[config.mk]
export PLATFORM = sky130hd
export DESIGN_NAME = lpc_frame_loader
export DESIGN_NICKNAME = d
export VERILOG_FILES = /design/src/rtl/lpc_frame_loader.sv
export SDC_FILE = /design/constraint.sdc
export NUM_CORES = 1
export LEC_CHECK = 0
export ABC_AREA = 1
export CORE_ASPECT_RATIO = 0.9
export CORE_UTILIZATION = 50
export DETAILED_ROUTE_END_ITERATION = 12
export PLACE_DENSITY = 0.76
export SKIP_LAST_GASP = 1
export SYNTH_ARGS = -nofsm -noshare
export SYNTH_HDL_FRONTEND = slang
export SYNTH_SLANG_ARGS = --single-unit
[constraint.sdc]
create_clock -name clk -period 1.8 [get_ports clk]
set_input_delay 0.27 -clock clk [delete_from_list [all_inputs] [get_ports clk]]
set_output_delay 0.27 -clock clk [all_outputs]
set_load 0.1 [all_outputs]
[src/rtl/lpc_frame_loader.sv]
// LPC parameter frame loader: 14-word shadow buffer, frame-boundary swap into active registers, v pacing.
// Optional feature macro: LPC_LOADER_UNDERRUN_STOP_EN (halt playback on underrun instead of repeating a frame).
module lpc_frame_loader #(
  parameter int unsigned FRAME_LEN = 160
) (
  input  logic               clk,
  input  logic               rst,
  input  logic               flush,
  input  logic               sample_tick,
  input  logic               in_valid,
  input  logic        [15:0] in_data,
  output logic               in_ready,
  output logic               v,
  output logic               voiced,
  output logic        [15:0] pulserate,
  output logic        [15:0] lpcrate,
  output logic signed [15:0] A0,
  output logic signed [15:0] A1,
  output logic signed [15:0] A2,
  output logic signed [15:0] A3,
  output logic signed [15:0] A4,
  output logic signed [15:0] A5,
  output logic signed [15:0] A6,
  output logic signed [15:0] A7,
  output logic signed [15:0] A8,
  output logic signed [15:0] A9,
  output logic signed [15:0] A10,
  output logic               frame_start,
  output logic               underrun
);

  typedef enum logic {IDLE, RUN} state_t;

  localparam logic [15:0] LAST_SAMPLE = 16'(FRAME_LEN - 1);

  state_t      state;
  logic [3:0]  idx;
  logic        shadow_full;
  logic        boundary_pending;
  logic [15:0] frame_cnt;
  logic        shadow_voiced;
  // Words 1..13 of the frame; the header contributes only its voiced bit.
  logic [15:0] shadow [13];
  logic [15:0] act    [13];
  logic        take;
  logic        do_swap;

  assign take = in_valid && in_ready;

  always_comb begin
    do_swap = 1'b0;
    if (!flush && shadow_full)
      do_swap = (state == IDLE) || boundary_pending;
  end

  always_ff @(posedge clk or negedge rst) begin
    if (!rst) begin
      state            <= IDLE;
      idx              <= '0;
      shadow_full      <= 1'b0;
      in_ready         <= 1'b1;
      boundary_pending <= 1'b0;
      frame_cnt        <= '0;
      v                <= 1'b0;
      frame_start      <= 1'b0;
      underrun         <= 1'b0;
      voiced           <= 1'b0;
      shadow_voiced    <= 1'b0;
      for (int unsigned i = 0; i < 13; i++) begin
        shadow[i] <= '0;
        act[i]    <= '0;
      end
    end else if (flush) begin
      state            <= IDLE;
      idx              <= '0;
      shadow_full      <= 1'b0;
      in_ready         <= 1'b1;
      boundary_pending <= 1'b0;
      frame_cnt        <= '0;
      v                <= 1'b0;
      frame_start      <= 1'b0;
      underrun         <= 1'b0;
    end else begin
      v           <= 1'b0;
      frame_start <= 1'b0;

      if (take) begin
        if (idx == 4'd0) shadow_voiced <= in_data[15];
        else             shadow[idx - 4'd1] <= in_data;
        if (idx == 4'd13) begin
          idx         <= '0;
          shadow_full <= 1'b1;
          in_ready    <= 1'b0;
        end else begin
          idx <= idx + 4'd1;
        end
      end

      // A swap only happens while the shadow is full, so it never collides with a load.
      if (do_swap) begin
        voiced <= shadow_voiced;
        for (int unsigned i = 0; i < 13; i++) act[i] <= shadow[i];
        shadow_full <= 1'b0;
        in_ready    <= 1'b1;
        frame_start <= 1'b1;
      end

      case (state)
        IDLE: begin
          if (shadow_full) begin
            state     <= RUN;
            frame_cnt <= '0;
          end
        end
        RUN: begin
          if (boundary_pending) begin
            boundary_pending <= 1'b0;
            if (!shadow_full) begin
              underrun <= 1'b1;
`ifdef LPC_LOADER_UNDERRUN_STOP_EN
              state     <= IDLE;
              frame_cnt <= '0;
`endif
            end
          end else if (sample_tick) begin
            v <= 1'b1;
            if (frame_cnt == LAST_SAMPLE) begin
              frame_cnt        <= '0;
              boundary_pending <= 1'b1;
            end else begin
              frame_cnt <= frame_cnt + 16'd1;
            end
          end
        end
        default: state <= IDLE;
      endcase
    end
  end

  assign pulserate = act[0];
  assign lpcrate   = act[1];
  assign A0        = act[2];
  assign A1        = act[3];
  assign A2        = act[4];
  assign A3        = act[5];
  assign A4        = act[6];
  assign A5        = act[7];
  assign A6        = act[8];
  assign A7        = act[9];
  assign A8        = act[10];
  assign A9        = act[11];
  assign A10       = act[12];

endmodule

==> flow_summary.ini, run 1 <==
[critical_path]
end_kind = flop
cp_max_fo = 8
worstPathArrival_ns = 2.21
required_ns = 2.23
start_kind = flop
path_class = reg -> reg

[placed_design]
place_hpwl_mm = 31.4
gp_congestion = 0.884
pre_cts_ws_ns = -0.222
dp.cells = 2693
post_dp_cell_area_um2 = 21000
numPortBuffers = 233

[run]
drv_cap = 0

[sta]
max_freq_mhz = 559
timing.slew.headroom_pct = 66.0
hold_viol = 0
tns_ns = 0
worst_slew_pin_slew_ns = 0.510
period_minus_slack_ns = 1.79
finalSetupViolations = 0
rsz0062_at_grt = yes
min_period_over_period_pct = 99.3
slew_viol_final = 0
clock_skew_ns = 0.0192
timing.final.ws_setup_ns = 0.0125

[routing]
drt-initial-drc-count = 1254
drtAntennaViolNets = 0
dr.pass1.iters = 6
drc = 0
num_vias = 14600
viasPerCell = 5.21
wire_per_inst_um = 17.7
drt-total-wl_mm = 49.4

[cells_and_area]
drive_gt1_share_pct = 20.4
fin_cells = 2795
layout_common_cells = 1074 x nand2_1, 443 x dfrtp_1, 286 x buf_4
nFillCells = 2670
final_common_cell = nand2_1
syn_to_final_growth_pct = 30.9
final_area_um2 = 22900
final_nets = 2329

[logic_synthesis]
synth.distinct_cells = 31
ys_seq_elements = 445
synth_top_area_cell = dfrtp_1
syn-num-nets = 2025
avgSynthCellArea_um2 = 8.77
yosys-top-cells-area = dfrtp_1 63%, nand2_1 24%, nand3_1 4.7%
synth_top_area_share_pct = 63.5
synth_area_um2 = 17500
netlist_instances = 1996
ys_warn_count = 0
yosysSeqAreaShare_pct = 63.6

[floorplanning]
initial_core_util_pct = 51.2
dieArea_um2 = 35800
coreArea_um2 = 34200
die_w_um = 199
pin_count = 234
num_rows = 64
die_y_um = 179

[global_route]
grt_pass1_wl_mm = 78.1
antenna_found_initial = 0
gr-usage-all-layers_pct = 27.9
met2_usage_pct = 42.8
top_usage_layer = met2
first_global_vias = 14200
grt.overflow.total = 0
grt_util_met3_pct = 4.43
grt_util_met1_pct = 41.1
grt_max_degree = 86

[clocking]
htree_levels = 2
numCtsBuffers = 44
cts_tree = done
clock_sinks = 445
clk_pin_slew_ns = 0.06
clk_latency_ns = 0.55
clockBufferDepth = 3
cts-root-buf = clkbuf_16

[power_and_ir_drop]
power.total_w = 0.0221
max-vdd-ir-drop_v = 0.000584
pwr_density_cell_nw_per_um2 = 964
p_leak_nw = 12.9

[hold_path]
hp-class = in -> async

[status]
status = finished, final reports clean
## stage by stage
step,utilization [%],hold slack (ns)
finish,67.0,0.187
global route,67.0,0.194
CTS,66.0,0.172
detailed placement,61.4,0.135
global placement,61.4,0.136
floorplan,-,-0.0256
## routing by layer
layer  wire length (µm)  part of all wire [%]
met1              21500                    43
met2              22600                    46
met4               1300                   2.6
met5                  0                     0
met3               4050                   8.2
## final cells by class
type                       instances  area, µm²  share of cell area [%]
clock buffer                      70       1370                    5.98
antenna                            1       2.50                  0.0109
sequential                       445      11100                    48.6
inverter                          52        205                   0.895
tap                              462        578                    2.52
timing repair buffer             370       3570                    15.6
multi-input combinational       1387       5940                    25.9
clock inverter                     8        104                   0.453
## final timing paths
kind | start | endpoint | slack [ns] | cells past startpoint
max | in_ready$_DFFE_PN1P_ | shadow[135]$_DFFE_PN0P_ | 0.01 | 8
min | rst | A2[1]$_DFFE_PN0P_ | 0.19 | 2
max reg2reg | in_ready$_DFFE_PN1P_ | shadow[135]$_DFFE_PN0P_ | 0.01 | 8
min reg2reg | shadow[54]$_DFFE_PN0P_ | A7[6]$_DFFE_PN0P_ | 0.46 | 2
max in group asynchronous | rst | shadow[31]$_DFFE_PN0P_ | 0.79 | 4
min in group clk | in_data[5] | shadow[133]$_DFFE_PN0P_ | 0.44 | 3
## synth_stat cells
cell type and number:
nand2_1 1099, dfrtp_1 444, nand3_1 166, clkbuf_1 68, inv_1 47, buf_2 40, nor2_1 38, o21ai_1 22
o21ai_0 16, ha_1 8, a21oi_1 7, nor3_1 5, inv_2 4, nor2_2 4, buf_4 3, nand4_1 3
o22ai_1 3, xor2_1 3, nor2_4 2, nor3_2 2, xnor2_1 2, a31oi_1 1, buf_1 1, clkinv_1 1
dfstp_2 1, nand3_2 1, o21a_1 1, o31ai_1 1, xnor2_2 1, xor2_2 1, xor2_4 1
## sequential cells by signal (all words and copies together) (netlist names), 4 cells and up
signal / count
A0: 16
A1: 16
A10: 16
A2: 16
A3: 16
A4: 16
A5: 16
A6: 16
A7: 16
A8: 16
A9: 16
frame_cnt: 16
idx: 4
lpcrate: 16
pulserate: 16
shadow: 208
## power by group
part / internal, W / leakage [nW] / total (W) / switching (W)
registers: 0.0107 / 6.15 / 0.0111 / 0.000449
clock network: 0.00550 / 0.724 / 0.00925 / 0.00375
logic: 0.000639 / 6.04 / 0.00170 / 0.00106
## logic make-up (layout without fill, tap and decap cells)
logic type / Yosys count / in the layout / synth area share [%]
compound gates: 51 / 51 / 1.52
xor+xnor: 8 / 8 / 0.593
fa+ha+maj: 8 / 8 / 0.572
buf+inv: 164 / 500 / 3.87
flops: 445 / 445 / 63.6
other cells: 0 / 1 / 0
simple gates: 1320 / 1320 / 29.8
## worst max-delay path, stage by stage (launching register included)
cell,delay [ns]
dfstp_4,0.65
nand2_4,0.06
nor2_4,0.18
nand3_4,0.15
nor2_4,0.19
nand2_4,0.13
clkbuf_16,0.20
nand2_2,0.05
o21ai_1,0.06
## timing repair
action,4_1_cts,5_1_grt
resized for setup,5,57
endpoints found under the setup margin,112,199
endpoints found under the hold margin,337,0
pin swaps,3,7
hold buffers,1,0
gates cloned,0,4
buffers inserted,8,10
(Power assumes the default switching activity.)
==> run 2, diff against run 1 <==
--- a/config.mk
+++ b/config.mk
@@ -6,7 +6,7 @@
 export NUM_CORES = 1
 export LEC_CHECK = 0
 export ABC_AREA = 1
-export CORE_ASPECT_RATIO = 0.9
+export CORE_ASPECT_RATIO = 2
 export CORE_UTILIZATION = 50
 export DETAILED_ROUTE_END_ITERATION = 12
 export PLACE_DENSITY = 0.76
@@ -14,3 +14,4 @@
 export SYNTH_ARGS = -nofsm -noshare
 export SYNTH_HDL_FRONTEND = slang
 export SYNTH_SLANG_ARGS = --single-unit
+export TNS_END_PERCENT = 50
==> constraint.sdc (replaced) <==
create_clock -name clk -period 1.8 [get_ports clk]
set_input_delay 0.18 -clock clk [delete_from_list [all_inputs] [get_ports clk]]
set_output_delay 0.18 -clock clk [all_outputs]
set_load 0.1 [all_outputs]
==> flow_summary.ini, run 2 (same netlist as run 1, synthesis figures left out) <==
[status]
status = finished, final reports clean

[power_and_ir_drop]
p_seq_share_pct = 51.6
power_frac_comb_pct = 7.5
p_int_w = 0.0163
pwr_density_cell_nw_per_um2 = 968
p_clk_share_pct = 40.8
p_sw_w = 0.00518
switching_share_pct = 24.1
max-vdd-ir-drop_v = 0.000722
p_leak_nw = 12.7

[critical_path]
crit_chain = nand2_4 -> nor2_4 -> nand2_4 -> nor2_4 -> nand2_1 -> buf_12 -> nand2_1 -> nand2_1
critPathMaxStageDelay_ns = 0.63
path_class = reg -> reg
end_kind = flop
crit_top_cell = nand2_1
reg2reg_slack_ns = 0.006
worstPathArrival_ns = 2.23
start_kind = flop
required_ns = 2.24
crit_slowest_cell = dfstp_4
cp_max_fo = 16

[clocking]
clockBufferDepth = 3
cts_tree = done
clk_pin_slew_ns = 0.07
clock_sinks = 445
numCtsBuffers = 38
cts-root-buf = clkbuf_16
htree_levels = 2
clk_latency_ns = 0.55

[routing]
drc = 0
drt-total-wl_mm = 49.4
wire_per_inst_um = 18.0
dr.pass1.iters = 6
drt-initial-drc-count = 992
drtAntennaViolNets = 0
viasPerCell = 5.25
num_vias = 14400

[sta]
hold_slack_ns = 0.136
worst_slew_pin_slew_ns = 0.496
timing.slew.headroom_pct = 66.9
timing.final.ws_setup_ns = 0.00645
period_minus_slack_ns = 1.79
finalSetupViolations = 0
max_freq_mhz = 558
rsz0062_at_grt = yes
clock_skew_ns = 0.0136
min_period_over_period_pct = 99.6
slew_viol_final = 0
hold_viol = 0

[floorplanning]
pin_count = 234
num_rows = 96
coreArea_um2 = 34400
die_w_um = 134
die_y_um = 267
initial_core_util_pct = 51.0
dieArea_um2 = 35800

[global_route]
first_global_vias = 14500
grt.overflow.total = 0
antenna_found_initial = 0
grt_max_degree = 74
gr-usage-all-layers_pct = 28.2
grt_pass1_wl_mm = 77.3

[cells_and_area]
nFillCells = 2788
diodes = 0
fin_cells = 2745
final_nets = 2304
final_area_um2 = 22200
largest_reg_flops = 208
drive_gt1_share_pct = 18.6
postLayoutCoreUtil_pct = 64.7
layout_common_cells = 1093 x nand2_1, 443 x dfrtp_1, 292 x buf_4
final_common_cell = nand2_1
top_register = shadow
syn_to_final_growth_pct = 26.9

[placed_design]
dp.cells = 2663
post_dp_cell_area_um2 = 20700
gp_congestion = 0.840
place_hpwl_mm = 33.7
numPortBuffers = 233
pre_cts_ws_ns = -0.266

[run]
drv_cap = 0

[hold_path]
hp-class = in -> async
run 2: worst paths after layout:
kind                                          from                      end  depth (start not counted)
max                           in_ready$_DFFE_PN1P_   shadow[93]$_DFFE_PN0P_                          8
min                                            rst       A6[12]$_DFFE_PN0P_                          2
max in group asynchronous                      rst        A5[9]$_DFFE_PN0P_                          3
min in group clk                             flush          state$_DFF_PN0_                          2
max reg2reg                   in_ready$_DFFE_PN1P_   shadow[93]$_DFFE_PN0P_                          8
min reg2reg                shadow[104]$_DFFE_PN0P_  shadow[104]$_DFFE_PN0P_                          2
run 2: per-layer routing:
layer / wire length [µm] / track usage, % / share of wire, % / vias to the layer above
li1: - / - / - / 6702
met1: 17800 / 32.2 / 36 / 7018
met2: 25700 / 49.8 / 52 / 522
met3: 2500 / 3.17 / 5.1 / 172
met4: 3380 / 18.0 / 6.8 / 0
met5: 0 / 0 / 0 / -
run 2: layout make-up:
type                    instances  area [µm²]  area share, %
flip-flops and latches        445       11100           50.2
well taps                     441         552           2.48
repair buffers                351        3150           14.2
clock buffers                  56        1150           5.17
inverters                      52         203          0.913
clock inverters                13         195          0.879
multi-input cells            1387        5820           26.2
run 2: worst max-delay path, delay by kind of cell, from the launching register on:
kind / cells / cell delay, ns
AND/OR/NAND/NOR: 7 / 0.89
flip-flops: 1 / 0.63
buffers and inverters: 1 / 0.17
run 2: power groups by stage:
stage | Combinational, W | Clock [W] | Sequential [W]
finish | 0.00162 | 0.00878 | 0.0111
global route | 0.00183 | 0.00927 | 0.0112
CTS | 0.00159 | 0.00888 | 0.0111
detailed placement | 0.00154 | 0 | 0.0113
global placement | 0.00147 | 0 | 0.0112
floorplan | 0.000857 | 0 | 0.0111
run 2: per-stage QoR:
step	TNS (ns)	total power, W
after floorplan	-6.31	0.0120
after global placement	-40.24	0.0127
after detailed placement	-48.46	0.0128
after CTS	-0.355	0.0216
after global routing	-0.767	0.0223
final	0	0.0215
run 2: repair_timing:
action,4_1_cts,5_1_grt
setup buffers,4,7
hold endpoints to repair,142,0
pin swaps,3,3
gates resized for setup,4,10
endpoints found under the setup margin,134,160
hold buffers,1,0
cloned,0,1
==> run 3, diff against run 2 <==
--- a/config.mk
+++ b/config.mk
@@ -14,4 +14,3 @@
 export SYNTH_ARGS = -nofsm -noshare
 export SYNTH_HDL_FRONTEND = slang
 export SYNTH_SLANG_ARGS = --single-unit
-export TNS_END_PERCENT = 50
==> flow_summary.ini, run 3 (same netlist as run 1, synthesis figures left out) <==
[clocking]
clk_pin_slew_ns = 0.07
htree_levels = 2
numCtsBuffers = 38
clock_sinks = 445
cts_tree = done
clk_latency_ns = 0.54
clockBufferDepth = 3
cts-root-buf = clkbuf_16

[sta]
finalSetupViolations = 0
period_minus_slack_ns = 1.78
hold_slack_ns = 0.145
worst_slew_pin_slew_ns = 0.491
slew_viol_final = 0
min_period_over_period_pct = 98.7
timing.slew.headroom_pct = 67.3
clock_skew_ns = 0.0133
max_freq_mhz = 563
hold_viol = 0

[routing]
drt-initial-drc-count = 1042
drt-total-wl_mm = 49.5
wire_per_inst_um = 18.0
num_vias = 14400
drtAntennaViolNets = 0
dr.pass1.iters = 7
drc = 0
viasPerCell = 5.25

[cells_and_area]
drive_gt1_share_pct = 18.7
nFillCells = 2792
syn_to_final_growth_pct = 27.1
multiInputGateArea_um2 = 5820
final_area_um2 = 22200
layout_common_cells = 1092 x nand2_1, 443 x dfrtp_1, 288 x buf_4
largest_reg_flops = 208
final_nets = 2304
top_register = shadow
postLayoutCoreUtil_pct = 64.8
diodes = 0
seqCellArea_um2 = 11100
final_common_cell = nand2_1

[power_and_ir_drop]
max-vdd-ir-drop_v = 0.000714
p_leak_nw = 12.7
power.total_w = 0.0215
pwr_density_cell_nw_per_um2 = 966

[floorplanning]
pin_count = 234
die_y_um = 267
dieArea_um2 = 35800
initial_core_util_pct = 51.0
coreArea_um2 = 34400
num_rows = 96
die_w_um = 134

[critical_path]
end_kind = flop
worstPathArrival_ns = 2.19
required_ns = 2.22
critPathMaxStageDelay_ns = 0.63
path_class = reg -> reg
crit_top_cell = nand2_4
crit_slowest_cell = dfstp_4
start_kind = flop
crit_chain = nand2_4 -> nor2_4 -> nand2_4 -> nor2_4 -> buf_4 -> nand2_4 -> nand2_1 -> nand2_1
cp_max_fo = 16

[global_route]
grt_pass1_wl_mm = 77.4
grt_max_degree = 74
gr-usage-all-layers_pct = 28.2
grt.overflow.total = 0
antenna_found_initial = 0
first_global_vias = 14500

[placed_design]
post_dp_cell_area_um2 = 20700
numPortBuffers = 233
gp_congestion = 0.840
place_hpwl_mm = 33.7

[hold_path]
hp-class = in -> async

[run]
drv_cap = 0

[status]
status = finished, final reports clean
run 3: changes by cell type in the layout (fill, tap and decap cells not counted):
| cell | previous run | this run |
|---|---|---|
| buf_4 | 292 | 288 |
| nand2_1 | 1093 | 1092 |
| buf_6 | 2 | 5 |
| buf_12 | 34 | 36 |
| nand2_2 | 0 | 1 |
| buf_8 | 2 | 1 |
run 3: layer usage:
layer / share of wire, % / vias up / GRT usage [%]
met5: 0 / - / 0
met4: 7.2 / 0 / 18.6
met3: 4.7 / 160 / 3.00
met2: 52 / 536 / 49.6
met1: 36 / 7017 / 32.3
li1: - / 6696 / -
run 3: area by class of cell:
type / count / area share [%]
Sequential cell: 445 / 50.1
Multi-Input combinational cell: 1387 / 26.2
Timing Repair Buffer: 351 / 14.3
Clock buffer: 56 / 5.16
Tap cell: 441 / 2.48
Inverter: 52 / 0.911
Clock inverter: 13 / 0.877
run 3: through the flow:
stage          setup slack (ns)  instances  setup TNS [ns]
6_report                 0.0230       2745               0
5_1_grt                 -0.0490       2745         -0.0494
4_1_cts                -0.00899       2742         -0.0160
3_5_place_dp             -0.266       2663          -48.46
3_3_place_gp             -0.262       2663          -40.24
2_1_floorplan           -0.0562       1996           -6.31
run 3: report_power, final:
part / switching, W / total (W) / internal [W]
sequential: 0.000422 / 0.0111 / 0.0107
clock: 0.00373 / 0.00877 / 0.00504
combinational: 0.00102 / 0.00162 / 0.000599
total: 0.00517 / 0.0215 / 0.0163
run 3: critical path: cells and delay by family, from the launching register on:
family	cells	cell delay [ns]
buffers and inverters	1	0.16
DFF	1	0.63
and+or+nand+nor	7	0.84
run 3: what timing repair did:
item                       4_1_cts  5_1_grt
hold endpoints to repair       142        0
setup endpoints to repair      134      118
buffers inserted                 9        2
cloned                           0        1
hold buffers                     1        0
pin swaps                        3        3
resized for setup                9        7
run 3: path summary, 6_finish.rpt:
kind                                    startpoint                 endpoint  slack [ns]  cells after the start
hold / removal                                 rst       A6[12]$_DFFE_PN0P_        0.14                      2
max in group asynchronous                      rst        A9[3]$_DFFE_PN0P_        0.87                      3
setup / recovery              in_ready$_DFFE_PN1P_  shadow[169]$_DFFE_PN0P_        0.02                      8
setup reg to reg              in_ready$_DFFE_PN1P_  shadow[169]$_DFFE_PN0P_        0.02                      8
hold reg to reg            shadow[104]$_DFFE_PN0P_  shadow[104]$_DFFE_PN0P_        0.47                      2
min in group clk                             flush          state$_DFF_PN0_        0.40                      2
